`src/rtl/arvi_arb_pkg.sv`:
```
// arvi_arb_pkg: shared types and constants for the hart memory arbiter
package arvi_arb_pkg;
   typedef enum logic [1:0] {IDLE, BUSY, RESP} arb_state_t;
   typedef enum logic {M_IC, M_DM} arb_master_t;
   localparam int MAX_BE_W = 64;
   localparam logic [MAX_BE_W-1:0] BE_ALL_ONES = '1;
endpackage

```
`src/rtl/hart_arb_picker.sv`:
```
// hart_arb_picker: grant selection between fetch and data requests
// ARVI_ARB_ROUND_ROBIN_EN adds a last-grant register and alternates on collisions
module hart_arb_picker
   import arvi_arb_pkg::*;
(
`ifdef ARVI_ARB_ROUND_ROBIN_EN
   input  logic        i_clk,
   input  logic        i_rst,
   input  logic        take,
`endif
   input  logic        ic_req,
   input  logic        dm_req,
   output arb_master_t grant
);
`ifdef ARVI_ARB_ROUND_ROBIN_EN
   arb_master_t last;
   always_ff @(posedge i_clk or negedge i_rst)
      if (!i_rst) last <= M_IC;
      else if (take) last <= grant;
   assign grant = (ic_req && !dm_req) ? M_IC :
                  (dm_req && !ic_req) ? M_DM :
                  (last == M_DM) ? M_IC : M_DM;
`else
   assign grant = (ic_req && !dm_req) ? M_IC : M_DM;
`endif
endmodule

```
`src/rtl/hart_mem_arbiter.sv`:
```
// hart_mem_arbiter: merges hart fetch (IC) and data (DM) ports onto one memory bus
// ARVI_ARB_ROUND_ROBIN_EN selects round-robin instead of DM-priority arbitration
module hart_mem_arbiter
   import arvi_arb_pkg::*;
#(
   parameter int XLEN = 32,
   parameter int BE_W = XLEN/8
) (
   input  logic            i_clk,
   input  logic            i_rst,
   input  logic            i_IC_DataReq,
   input  logic [XLEN-1:0] i_IM_Addr,
   output logic            o_IC_MemReady,
   output logic [XLEN-1:0] o_IM_Instr,
   input  logic            i_DM_MemRead,
   input  logic            i_DM_Wen,
   input  logic [XLEN-1:0] i_DM_Addr,
   input  logic [XLEN-1:0] i_DM_Wd,
   input  logic [BE_W-1:0] i_DM_byte_en,
   output logic            o_DM_data_ready,
   output logic [XLEN-1:0] o_DM_ReadData,
   output logic            o_MEM_req,
   output logic            o_MEM_we,
   output logic [XLEN-1:0] o_MEM_addr,
   output logic [XLEN-1:0] o_MEM_wdata,
   output logic [BE_W-1:0] o_MEM_be,
   input  logic            i_MEM_ack,
   input  logic [XLEN-1:0] i_MEM_rdata
);
   arb_state_t  state, state_nxt;
   arb_master_t gnt, pick;
   logic        dm_req, take;

   assign dm_req = i_DM_MemRead | i_DM_Wen;
   assign take   = (state == IDLE) && (i_IC_DataReq || dm_req);

   hart_arb_picker u_picker (
`ifdef ARVI_ARB_ROUND_ROBIN_EN
      .i_clk  (i_clk),
      .i_rst  (i_rst),
      .take   (take),
`endif
      .ic_req (i_IC_DataReq),
      .dm_req (dm_req),
      .grant  (pick)
   );

   always_ff @(posedge i_clk or negedge i_rst)
      if (!i_rst) state <= IDLE;
      else state <= state_nxt;

   always_comb begin
      state_nxt = state;
      state_nxt = take ? BUSY :
                  (state == BUSY && i_MEM_ack) ? RESP :
                  (state == RESP) ? IDLE : state;
   end

   // The completing read data lands in the granted master's register; write data is a don't-care
   always_ff @(posedge i_clk or negedge i_rst)
      if (!i_rst) begin
         o_MEM_req     <= 1'b0;
         o_MEM_we      <= 1'b0;
         o_MEM_addr    <= '0;
         o_MEM_wdata   <= '0;
         o_MEM_be      <= '0;
         o_IM_Instr    <= '0;
         o_DM_ReadData <= '0;
         gnt           <= M_IC;
      end else if (take) begin
         o_MEM_req   <= 1'b1;
         gnt         <= pick;
         o_MEM_we    <= (pick == M_DM) && i_DM_Wen;
         o_MEM_addr  <= (pick == M_DM) ? i_DM_Addr : i_IM_Addr;
         o_MEM_wdata <= (pick == M_DM) ? i_DM_Wd : '0;
         o_MEM_be    <= (pick == M_DM) ? i_DM_byte_en : BE_ALL_ONES[BE_W-1:0];
      end else if (state == BUSY && i_MEM_ack) begin
         o_MEM_req <= 1'b0;
         if (gnt == M_IC) o_IM_Instr <= i_MEM_rdata;
         else o_DM_ReadData <= i_MEM_rdata;
      end

   assign o_IC_MemReady   = (state == RESP) && (gnt == M_IC);
   assign o_DM_data_ready = (state == RESP) && (gnt == M_DM);
endmodule

```
`config.mk`:
```
export PLATFORM = sky130hd
export DESIGN_NAME = hart_mem_arbiter
export DESIGN_NICKNAME = d
export VERILOG_FILES = /design/src/rtl/arvi_arb_pkg.sv /design/src/rtl/hart_arb_picker.sv /design/src/rtl/hart_mem_arbiter.sv
export SDC_FILE = /design/constraint.sdc
export NUM_CORES = 1
export LEC_CHECK = 0
export ABC_AREA = 1
export CORE_UTILIZATION = 45
export CTS_CLUSTER_SIZE = 25
export DETAILED_ROUTE_END_ITERATION = 12
export GPL_ROUTABILITY_DRIVEN = 1
export GPL_TIMING_DRIVEN = 0
export PLACE_DENSITY = 0.86
export SLEW_MARGIN = 20
export SYNTH_ARGS = -nofsm -noshare
export SYNTH_HDL_FRONTEND = slang
export SYNTH_HIERARCHICAL = 1
export SYNTH_SLANG_ARGS = --single-unit
```
`constraint.sdc`:
```
create_clock -name i_clk -period 1.83 [get_ports i_clk]
set_input_delay 0.366 -clock i_clk [delete_from_list [all_inputs] [get_ports i_clk]]
set_output_delay 0.366 -clock i_clk [all_outputs]
set_load 0.02 [all_outputs]
```
# ---- Yosys cells after proc, flatten, opt, wreduce, memory -nomap -nowiden
# Index checks and enable logic that the tools add are counted.
dict set report totals {
  regBits 137
  inputBits 138
  out_inout_bits 136
  wordCells 36
}
dict set report op_classes {
  n_eq_ne 2
  muxes 9
  bitwise 3
  n_reduce_logical 13
}
# cell n
set ops {}
lappend ops {{32-bit two-way mux} 2}
lappend ops {{1-bit logical AND} 6}
lappend ops {{2-bit two-way mux} 3}
lappend ops {{3-bit AND reduction} 2}
lappend ops {{4-bit two-way mux} 1}
lappend ops {{1-bit two-way mux} 3}
lappend ops {{3-bit nonzero test} 1}
lappend ops {{2-bit by 1-bit equality test with 1-bit output (second input constant)} 1}
lappend ops {{2-bit equality test (second input constant)} 1}
lappend ops {{2-bit logical NOT} 1}
lappend ops {{1-bit inverter} 2}
lappend ops {{2-bit nonzero test} 1}
lappend ops {{1-bit logical NOT} 1}
lappend ops {{1-bit logical OR} 1}
lappend ops {{1-bit OR} 1}

# ---- Logic depth before layout (Yosys ltp)
# Gate-level depths: netlist (run 1).
dict set report depth {
  depth_word 5
  depth_mapped 11
}

# ---- By module
# The synthesis (run 1) kept the hierarchy.
# module instances cells_each area_each_um2 seq_area_each_um2
set by_module_without_submodules {}
lappend by_module_without_submodules {hart_mem_arbiter 1 745 6022.0 3428.3}
lappend by_module_without_submodules {hart_arb_picker 1 2 7.5 0.0}

# ---- Worst setup path after synthesis (run 1)
# Ideal clock, no wire load.
dict set report synth_path {
  path_kind {input-to-reg}
  start {input port i_DM_MemRead}
  end {register o_MEM_addr[11]}
  setup_ns 0.066
  arrival_ns 1.265
  slack_ns 0.499
  path_stages 11
  path_buffers 2
  path_cell_list {inv_1 nand2_1 inv_1 nand2_1 buf_2 inv_2 clkbuf_1 nand2_1 nand2_1 nand3_1 nand2_1}
}
dict set report synth_between {
  elab_chain_len 4
  elab_cells_between_ends 6
}
# element line
set synth_lines {}
lappend synth_lines {{start: declaration} hart_mem_arbiter.sv:15} ;# input logic i_DM_MemRead,
lappend synth_lines {{1-bit OR (*)} hart_mem_arbiter.sv:34} ;# assign dm_req = i_DM_MemRead | i_DM_Wen;
lappend synth_lines {{named net dm_req} hart_mem_arbiter.sv:32} ;# logic dm_req, take;
lappend synth_lines {{1-bit logical NOT} hart_arb_picker.sv:24} ;# assign grant = (ic_req && !dm_req) ? M_IC : M_DM;
lappend synth_lines {{1-bit logical AND} hart_arb_picker.sv:24}
lappend synth_lines {{32-bit two-way mux} hart_mem_arbiter.sv:74} ;# o_MEM_addr <= (pick == M_DM) ? i_DM_Addr : i_IM_Addr;
lappend synth_lines {{end signal: assignment} hart_mem_arbiter.sv:74}
lappend synth_lines {{end: declaration} hart_mem_arbiter.sv:24} ;# output logic [XLEN-1:0] o_MEM_addr,
# Mark *: on every way through the listed nets, which the timed path passes. The rest lies on a longest branch.
# A chain may end at the register's enable or synchronous reset.

# ---- Final worst setup path (run 1)
dict set report layout_path {
  start {register o_MEM_be[2]}
  end {output port o_MEM_be[2]}
}
# element line
set layout_rtl {}
lappend layout_rtl {{start: declaration} hart_mem_arbiter.sv:26} ;# output logic [BE_W-1:0] o_MEM_be,
lappend layout_rtl {{start signal: assignment} hart_mem_arbiter.sv:76} ;# o_MEM_be <= (pick == M_DM) ? i_DM_byte_en : BE_ALL_ONES[BE_W-1:0];
# No word-level cell between the ends.

==> results of run 1 <==
what timing repair did:
item / in CTS / in global routing
hold endpoints to repair: 59 / 0
hold buffers: 1 / 0
resized for setup: 11 / 14
setup endpoints to repair: 5 / 25
metrics by stage:
stage          cells  setup slack [ns]  area, um^2  hold WS, ns   util
6_report        1226            0.0286        9630        0.467  0.751
2_1_floorplan    747             0.499        6030       0.0704      -
4_1_cts         1226            0.0104        9620        0.472  0.750
3_5_place_dp    1193            -0.357        9010        0.335  0.703
5_1_grt         1226           0.00130        9630        0.485  0.751
3_3_place_gp    1192             -4.97        8980        0.452  0.700
metal layers:
layer | up-vias | part of all wire | GRT usage
met4 | 0 | 0.019 | 0.0889
met3 | 20 | 0.079 | 0.0877
met2 | 274 | 0.51 | 0.486
li1 | 2883 | - | -
met1 | 2776 | 0.40 | 0.335
met5 | - | 0 | 0
power breakdown:
part,total (mW),internal [mW],switching (mW)
Clock,3.47,2.14,1.32
Combinational,7.80,3.46,4.35
Sequential,5.25,4.43,0.813
Total,16.5,10.0,6.49
worst reg2reg max path, delay by kind of cell (launching register included):
kind,cells,cell delay (ns)
buffers and inverters,2,0.47
DFF,1,0.35
and+or+nand+nor,4,0.65
Yosys cell counts, drive strengths merged:
library cell,n,area share
nand3,38,0.032
nand4,1,0.0021
o21ai,34,0.028
nand2,408,0.25
nor3,1,0.0027
nor2,6,0.0054
dfrtp,137,0.57
clkbuf,15,0.0093
inv,44,0.027
nand3b,33,0.041
buf,30,0.028
kinds of logic (layout without fill, tap and decap cells):
| family | after synthesis | count (layout) | share of synthesized area |
|---|---|---|---|
| DFF | 137 | 137 | 0.569 |
| and+or+nand+nor | 487 | 487 | 0.338 |
| AOI/OAI and AO/OA | 34 | 34 | 0.0282 |
| buffers and inverters | 89 | 396 | 0.0647 |
layout make-up:
class                           instances  area (um^2)  area share
Timing Repair Buffer                  275         2770       0.288
Clock buffer                           17          425      0.0442
Sequential cell                       137         3430       0.356
Multi-Input combinational cell        521         2210       0.230
Inverter                               44          165      0.0172
Buffer                                 45          230      0.0239
Clock inverter                         15          176      0.0183
Tap cell                              172          215      0.0224
flip-flops by register name, indices dropped and copies added (netlist names):
name and cells:
o_MEM_wdata 32, state 2, o_MEM_we 1, o_DM_ReadData 32, o_MEM_be 4, gnt 1
o_IM_Instr 32, o_MEM_req 1, o_MEM_addr 32
path summary, 6_finish.rpt:
| path | depth (start not counted) | start | slack (ns) | to |
|---|---|---|---|---|
| worst max-delay path | 1 | o_MEM_be[2]$_DFFE_PN0P_ | 0.03 | o_MEM_be[2] |
| worst min-delay path | 2 | o_MEM_addr[18]$_DFFE_PN0P_ | 0.47 | o_MEM_addr[18]$_DFFE_PN0P_ |
| worst max register to register | 6 | state[1]$_DFFE_PN0P_ | 0.26 | o_MEM_be[1]$_DFFE_PN0P_ |
| worst min register to register | 2 | o_MEM_addr[18]$_DFFE_PN0P_ | 0.47 | o_MEM_addr[18]$_DFFE_PN0P_ |
| max in group asynchronous | 3 | i_rst | 0.62 | o_MEM_addr[20]$_DFFE_PN0P_ |
| min in group asynchronous | 2 | i_rst | 0.49 | o_IM_Instr[0]$_DFFE_PN0P_ |
==> reports/summary.json, run 1 <==
{
  "outcome": {"value": "complete, no violations"},
  "grt_pass1_wl": {"value": 30100, "unit": "um"},
  "drv.max_cap_violation_count": {"value": 0},
  "clk_root_buffer_cell": {"value": "sky130_fd_sc_hd__clkbuf_16"},
  "critical_path_fanout_max": {"value": 2},
  "period_share": {"value": 0.984},
  "tightest_slew": {"value": 0.468, "unit": "ns"},
  "cp.arrival": {"value": 1.44, "unit": "ns"},
  "yosys_register_bits": {"value": 137},
  "slew_violations": {"value": 0},
  "final_period_minus_worst_setup_slack": {"value": 1.80, "unit": "ns"},
  "antenna_found_initial": {"value": 0},
  "clk_sinks": {"value": 137},
  "timing.critical_path.to_type": {"value": "primary output"},
  "numCtsBuffers": {"value": 17},
  "standard_cell_row_count": {"value": 41},
  "max-vdd-ir-drop": {"value": 882, "unit": "uV"},
  "hold_path_class": {"value": "reg2reg"},
  "cellPowerDensity": {"value": 1720, "unit": "nW/um^2"},
  "vias": {"value": 5953},
  "drt-initial-drc-count": {"value": 408},
  "clock_insertion_delay_worst_skew": {"value": 0.41, "unit": "ns"},
  "die_y": {"value": 118, "unit": "um"},
  "post-cts-setup-buffer-count": {"value": 0},
  "grt_start_max_net_pins": {"value": 79},
  "synth.yosys.seq_area_share": {"value": 0.569},
  "p_leak": {"value": 4.96, "unit": "nW"},
  "critPathTopFamily": {"value": "buffers and inverters"},
  "vias_per_cell": {"value": 4.86},
  "portBuffers": {"value": 273},
  "antenna_cells_inserted": {"value": 0},
  "htree_num_levels": {"value": 4},
  "initial_core_util": {"value": 0.470},
  "num_io_pins": {"value": 274},
  "fill_cells": {"value": 924},
  "worstPathRequired": {"value": 1.46, "unit": "ns"},
  "synthesis.instances": {"value": 747},
  "postSynthAreaPerCell": {"value": 8.07, "unit": "um^2"},
  "fmax": {"value": 555, "unit": "MHz"},
  "cts.clk_slew.worst_paths": {"value": 0.06, "unit": "ns"},
  "fin_nets": {"value": 1179},
  "ys_warn_count": {"value": 6},
  "post_synth_num_cell_types": {"value": 18},
  "overflow": {"value": 0},
  "die_w": {"value": 118, "unit": "um"},
  "mostFrequentLayoutCells": {"value": "406 x sky130_fd_sc_hd__nand2_1, 262 x sky130_fd_sc_hd__clkdlybuf4s50_1, 136 x sky130_fd_sc_hd__dfrtp_1"},
  "drc": {"value": 0},
  "max_slew_margin": {"value": 0.688},
  "final_layout_size_suffix_gt1_frac": {"value": 0.0778},
  "drt_pass1_iterations": {"value": 5},
  "number_of_global_route_vias_before_repair": {"value": 5776},
  "die_footprint": {"value": 13900, "unit": "um^2"},
  "wl_per_cell": {"value": 15.5, "unit": "um"},
  "grt_use_total": {"value": 0.282},
  "worstPathCellList": {"value": "clkdlybuf4s50_1"},
  "rsz_0062_raised_after_global_routing": {"value": "no"},
  "cts_tree": {"value": "built"},
  "areaGrowthSynthToFinish": {"value": 59.7, "unit": "%"},
  "routed_wl": {"value": 18900, "unit": "um"},
  "total_design_power": {"value": 16.5, "unit": "mW"},
  "max-clock-path-buffers": {"value": 2},
  "worst_clock_skew": {"value": 0.00851, "unit": "ns"},
  "finalSetupViolCount": {"value": 0},
  "critical-path-max-stage-delay": {"value": 0.67, "unit": "ns"},
  "timing_hold_violations_final": {"value": 0},
  "critPathLaunchType": {"value": "flip-flop"},
  "critical_path_buf_inv_count": {"value": 1},
  "postSynthNetCount": {"value": 885},
  "core": {"value": 12800, "unit": "um^2"},
  "critical-path-slowest-cell": {"value": "sky130_fd_sc_hd__clkdlybuf4s50_1"},
  "setup_tns": {"value": 0, "unit": "ns"},
  "syn-cell-area": {"value": 6030, "unit": "um^2"},
  "critical_path_class": {"value": "reg2out"},
  "layout.cells.most_common": {"value": "sky130_fd_sc_hd__nand2_1"},
  "antenna_violating_nets_post_route": {"value": 0},
  "weighted_congestion_reported_at_the_end_of_routability_driven_placement": {"value": 0.853},
  "place.detailed.hpwl": {"value": 14200, "unit": "um"}
}
(Power assumes the default switching activity.)
==> inputs of run 2 (changes only) <==
REMOVE_ABC_BUFFERS = 1   (was unset)
==> run 2 against run 1 <==
Against the previous run: final cell count fell by 2.5%; routed wire length fell by 4.2%; sequential power barely moved; setup slack got worse by 0.00064 ns; critical path depth did not move; critical endpoint is now o_MEM_addr[29]; largest cell class unchanged.
==> reports/summary.json, run 2 (synthesis gave the netlist of run 1 again) <==
{
  "outcome": {"value": "complete, no violations"},
  "die_w": {"value": 118, "unit": "um"},
  "place.detailed.instances": {"value": 1154},
  "portBuffers": {"value": 273},
  "critical_path_buf_inv_count": {"value": 1},
  "total_design_power": {"value": 16.9, "unit": "mW"},
  "numCtsBuffers": {"value": 17},
  "crit_cells": {"value": 1},
  "wl_per_cell": {"value": 15.2, "unit": "um"},
  "grt_use_total": {"value": 0.265},
  "vias_per_cell": {"value": 4.90},
  "drt-initial-drc-count": {"value": 460},
  "critPathTopFamily": {"value": "buffers and inverters"},
  "final_layout_size_suffix_gt1_frac": {"value": 0.0626},
  "multi_input_area": {"value": 2290, "unit": "um^2"},
  "htree_num_levels": {"value": 4},
  "drt_pass1_iterations": {"value": 4},
  "worst_clock_skew": {"value": 0.00810, "unit": "ns"},
  "timing.critical_path.to_type": {"value": "primary output"},
  "tightest_slew": {"value": 0.722, "unit": "ns"},
  "regArea": {"value": 3430, "unit": "um^2"},
  "standard_cell_row_count": {"value": 41},
  "layout.cells.most_common": {"value": "sky130_fd_sc_hd__nand2_1"},
  "layout.cells.non_filler": {"value": 1195},
  "clk_sinks": {"value": 137},
  "period_share": {"value": 0.985},
  "die_y": {"value": 118, "unit": "um"},
  "cts_tree": {"value": "built"},
  "setup_tns": {"value": 0, "unit": "ns"},
  "cp.arrival": {"value": 1.44, "unit": "ns"},
  "critical_path_class": {"value": "reg2out"},
  "critPathLaunchType": {"value": "flip-flop"},
  "antenna_violating_nets_post_route": {"value": 0},
  "hold_path_class": {"value": "in2async"},
  "max-vdd-ir-drop": {"value": 701, "unit": "uV"},
  "overflow": {"value": 0},
  "timing_hold_violations_final": {"value": 0},
  "drv.max_cap_violation_count": {"value": 0},
  "p_leak": {"value": 4.90, "unit": "nW"},
  "dp_worst_setup_slack": {"value": -0.746, "unit": "ns"},
  "vias": {"value": 5853},
  "cellPowerDensity": {"value": 1740, "unit": "nW/um^2"},
  "cts.clk_slew.worst_paths": {"value": 0.06, "unit": "ns"},
  "initial_core_util": {"value": 0.470},
  "m1WireLength": {"value": 7160, "unit": "um"},
  "clk_root_buffer_cell": {"value": "sky130_fd_sc_hd__clkbuf_16"},
  "timing.final.ws_setup": {"value": 0.0279, "unit": "ns"},
  "number_of_global_route_vias_before_repair": {"value": 5778},
  "worstPathRequired": {"value": 1.46, "unit": "ns"},
  "timing.reg2reg.worst_path_depth": {"value": 6},
  "met3RoutedLength": {"value": 1440, "unit": "um"},
  "critical-path-max-stage-delay": {"value": 0.65, "unit": "ns"},
  "drc": {"value": 0},
  "antenna_found_initial": {"value": 0},
  "clock_insertion_delay_worst_skew": {"value": 0.41, "unit": "ns"},
  "weighted_congestion_reported_at_the_end_of_routability_driven_placement": {"value": 0.806},
  "num_io_pins": {"value": 274},
  "max_slew_margin": {"value": 0.517},
  "antenna_cells_inserted": {"value": 0},
  "worstPathCellList": {"value": "clkdlybuf4s50_1"},
  "core": {"value": 12800, "unit": "um^2"},
  "fill_cells": {"value": 902},
  "slew_violations": {"value": 0},
  "grt_pass1_wl": {"value": 29100, "unit": "um"},
  "fmax": {"value": 555, "unit": "MHz"},
  "finalSetupViolCount": {"value": 0},
  "fin_nets": {"value": 1148},
  "grt_start_max_net_pins": {"value": 81},
  "place.detailed.hpwl": {"value": 11900, "unit": "um"},
  "max-clock-path-buffers": {"value": 2},
  "hold_ws": {"value": 0.467, "unit": "ns"},
  "final_period_minus_worst_setup_slack": {"value": 1.80, "unit": "ns"},
  "routed_wl": {"value": 18100, "unit": "um"},
  "critical_path_fanout_max": {"value": 2},
  "mostFrequentLayoutCells": {"value": "404 x sky130_fd_sc_hd__nand2_1, 269 x sky130_fd_sc_hd__clkdlybuf4s50_1, 135 x sky130_fd_sc_hd__dfrtp_1"},
  "maxUsedRoutingLayer": {"value": "met4"},
  "areaGrowthSynthToFinish": {"value": 61.2, "unit": "%"},
  "critical-path-slowest-cell": {"value": "sky130_fd_sc_hd__clkdlybuf4s50_1"},
  "rsz_0062_raised_after_global_routing": {"value": "no"},
  "routed-wl-met2": {"value": 9150, "unit": "um"},
  "die_footprint": {"value": 13900, "unit": "um^2"}
}
run 2: cell count changes in the layout (fill, tap and decap cells not counted), sizes merged, moves of 4 or more:
cell / change
buf: -20
clkbuf: -11
clkdlybuf4s50: +7
dlymetal6s2s: -4
run 2: path summary, 6_finish.rpt:
path                                                to                   startpoint  slack (ns)
setup / recovery                        o_MEM_addr[29]   o_MEM_addr[29]$_DFFE_PN0P_        0.03
hold / removal              o_IM_Instr[10]$_DFFE_PN0P_                        i_rst        0.47
setup reg to reg           o_MEM_wdata[31]$_DFFE_PN0P_         state[1]$_DFFE_PN0P_        0.20
hold reg to reg            o_MEM_wdata[22]$_DFFE_PN0P_  o_MEM_wdata[22]$_DFFE_PN0P_        0.47
max in group asynchronous         state[1]$_DFFE_PN0P_                        i_rst        0.62
min in group i_clk         o_MEM_wdata[22]$_DFFE_PN0P_  o_MEM_wdata[22]$_DFFE_PN0P_        0.47
run 2: metal layers:
metal,global-route usage,up-vias
met5,0,-
met1,0.326,2740
met4,0.0962,0
li1,-,2831
met2,0.449,258
met3,0.0669,24
run 2: cell type report:
cell class	count	area share
Clock inverter	11	0.0223
Timing Repair Buffer	286	0.301
Sequential cell	137	0.353
Inverter	44	0.0183
Tap cell	172	0.0221
Clock buffer	21	0.0474
Multi-Input combinational cell	524	0.236
run 2: where the power goes:
group / internal [mW] / switching (mW)
Combinational: 3.50 / 4.27
Sequential: 4.44 / 0.824
Clock: 2.64 / 1.28
Total: 10.6 / 6.37
run 2: repair_timing:
item                                   in CTS  in global routing
gates resized for setup                    11                  6
hold buffers                                1                  0
endpoints found under the hold margin      57                  0
setup endpoints to repair                  60                 61
pin swaps                                   0                  3
buffers inserted                            0                  5
gates cloned                                0                  3
run 2: metrics by stage:
step,cell area (um^2),util
after floorplan,5800,-
after global placement,8750,0.682
after detailed placement,8930,0.696
after CTS,9640,0.752
after global routing,9720,0.758
final,9720,0.758
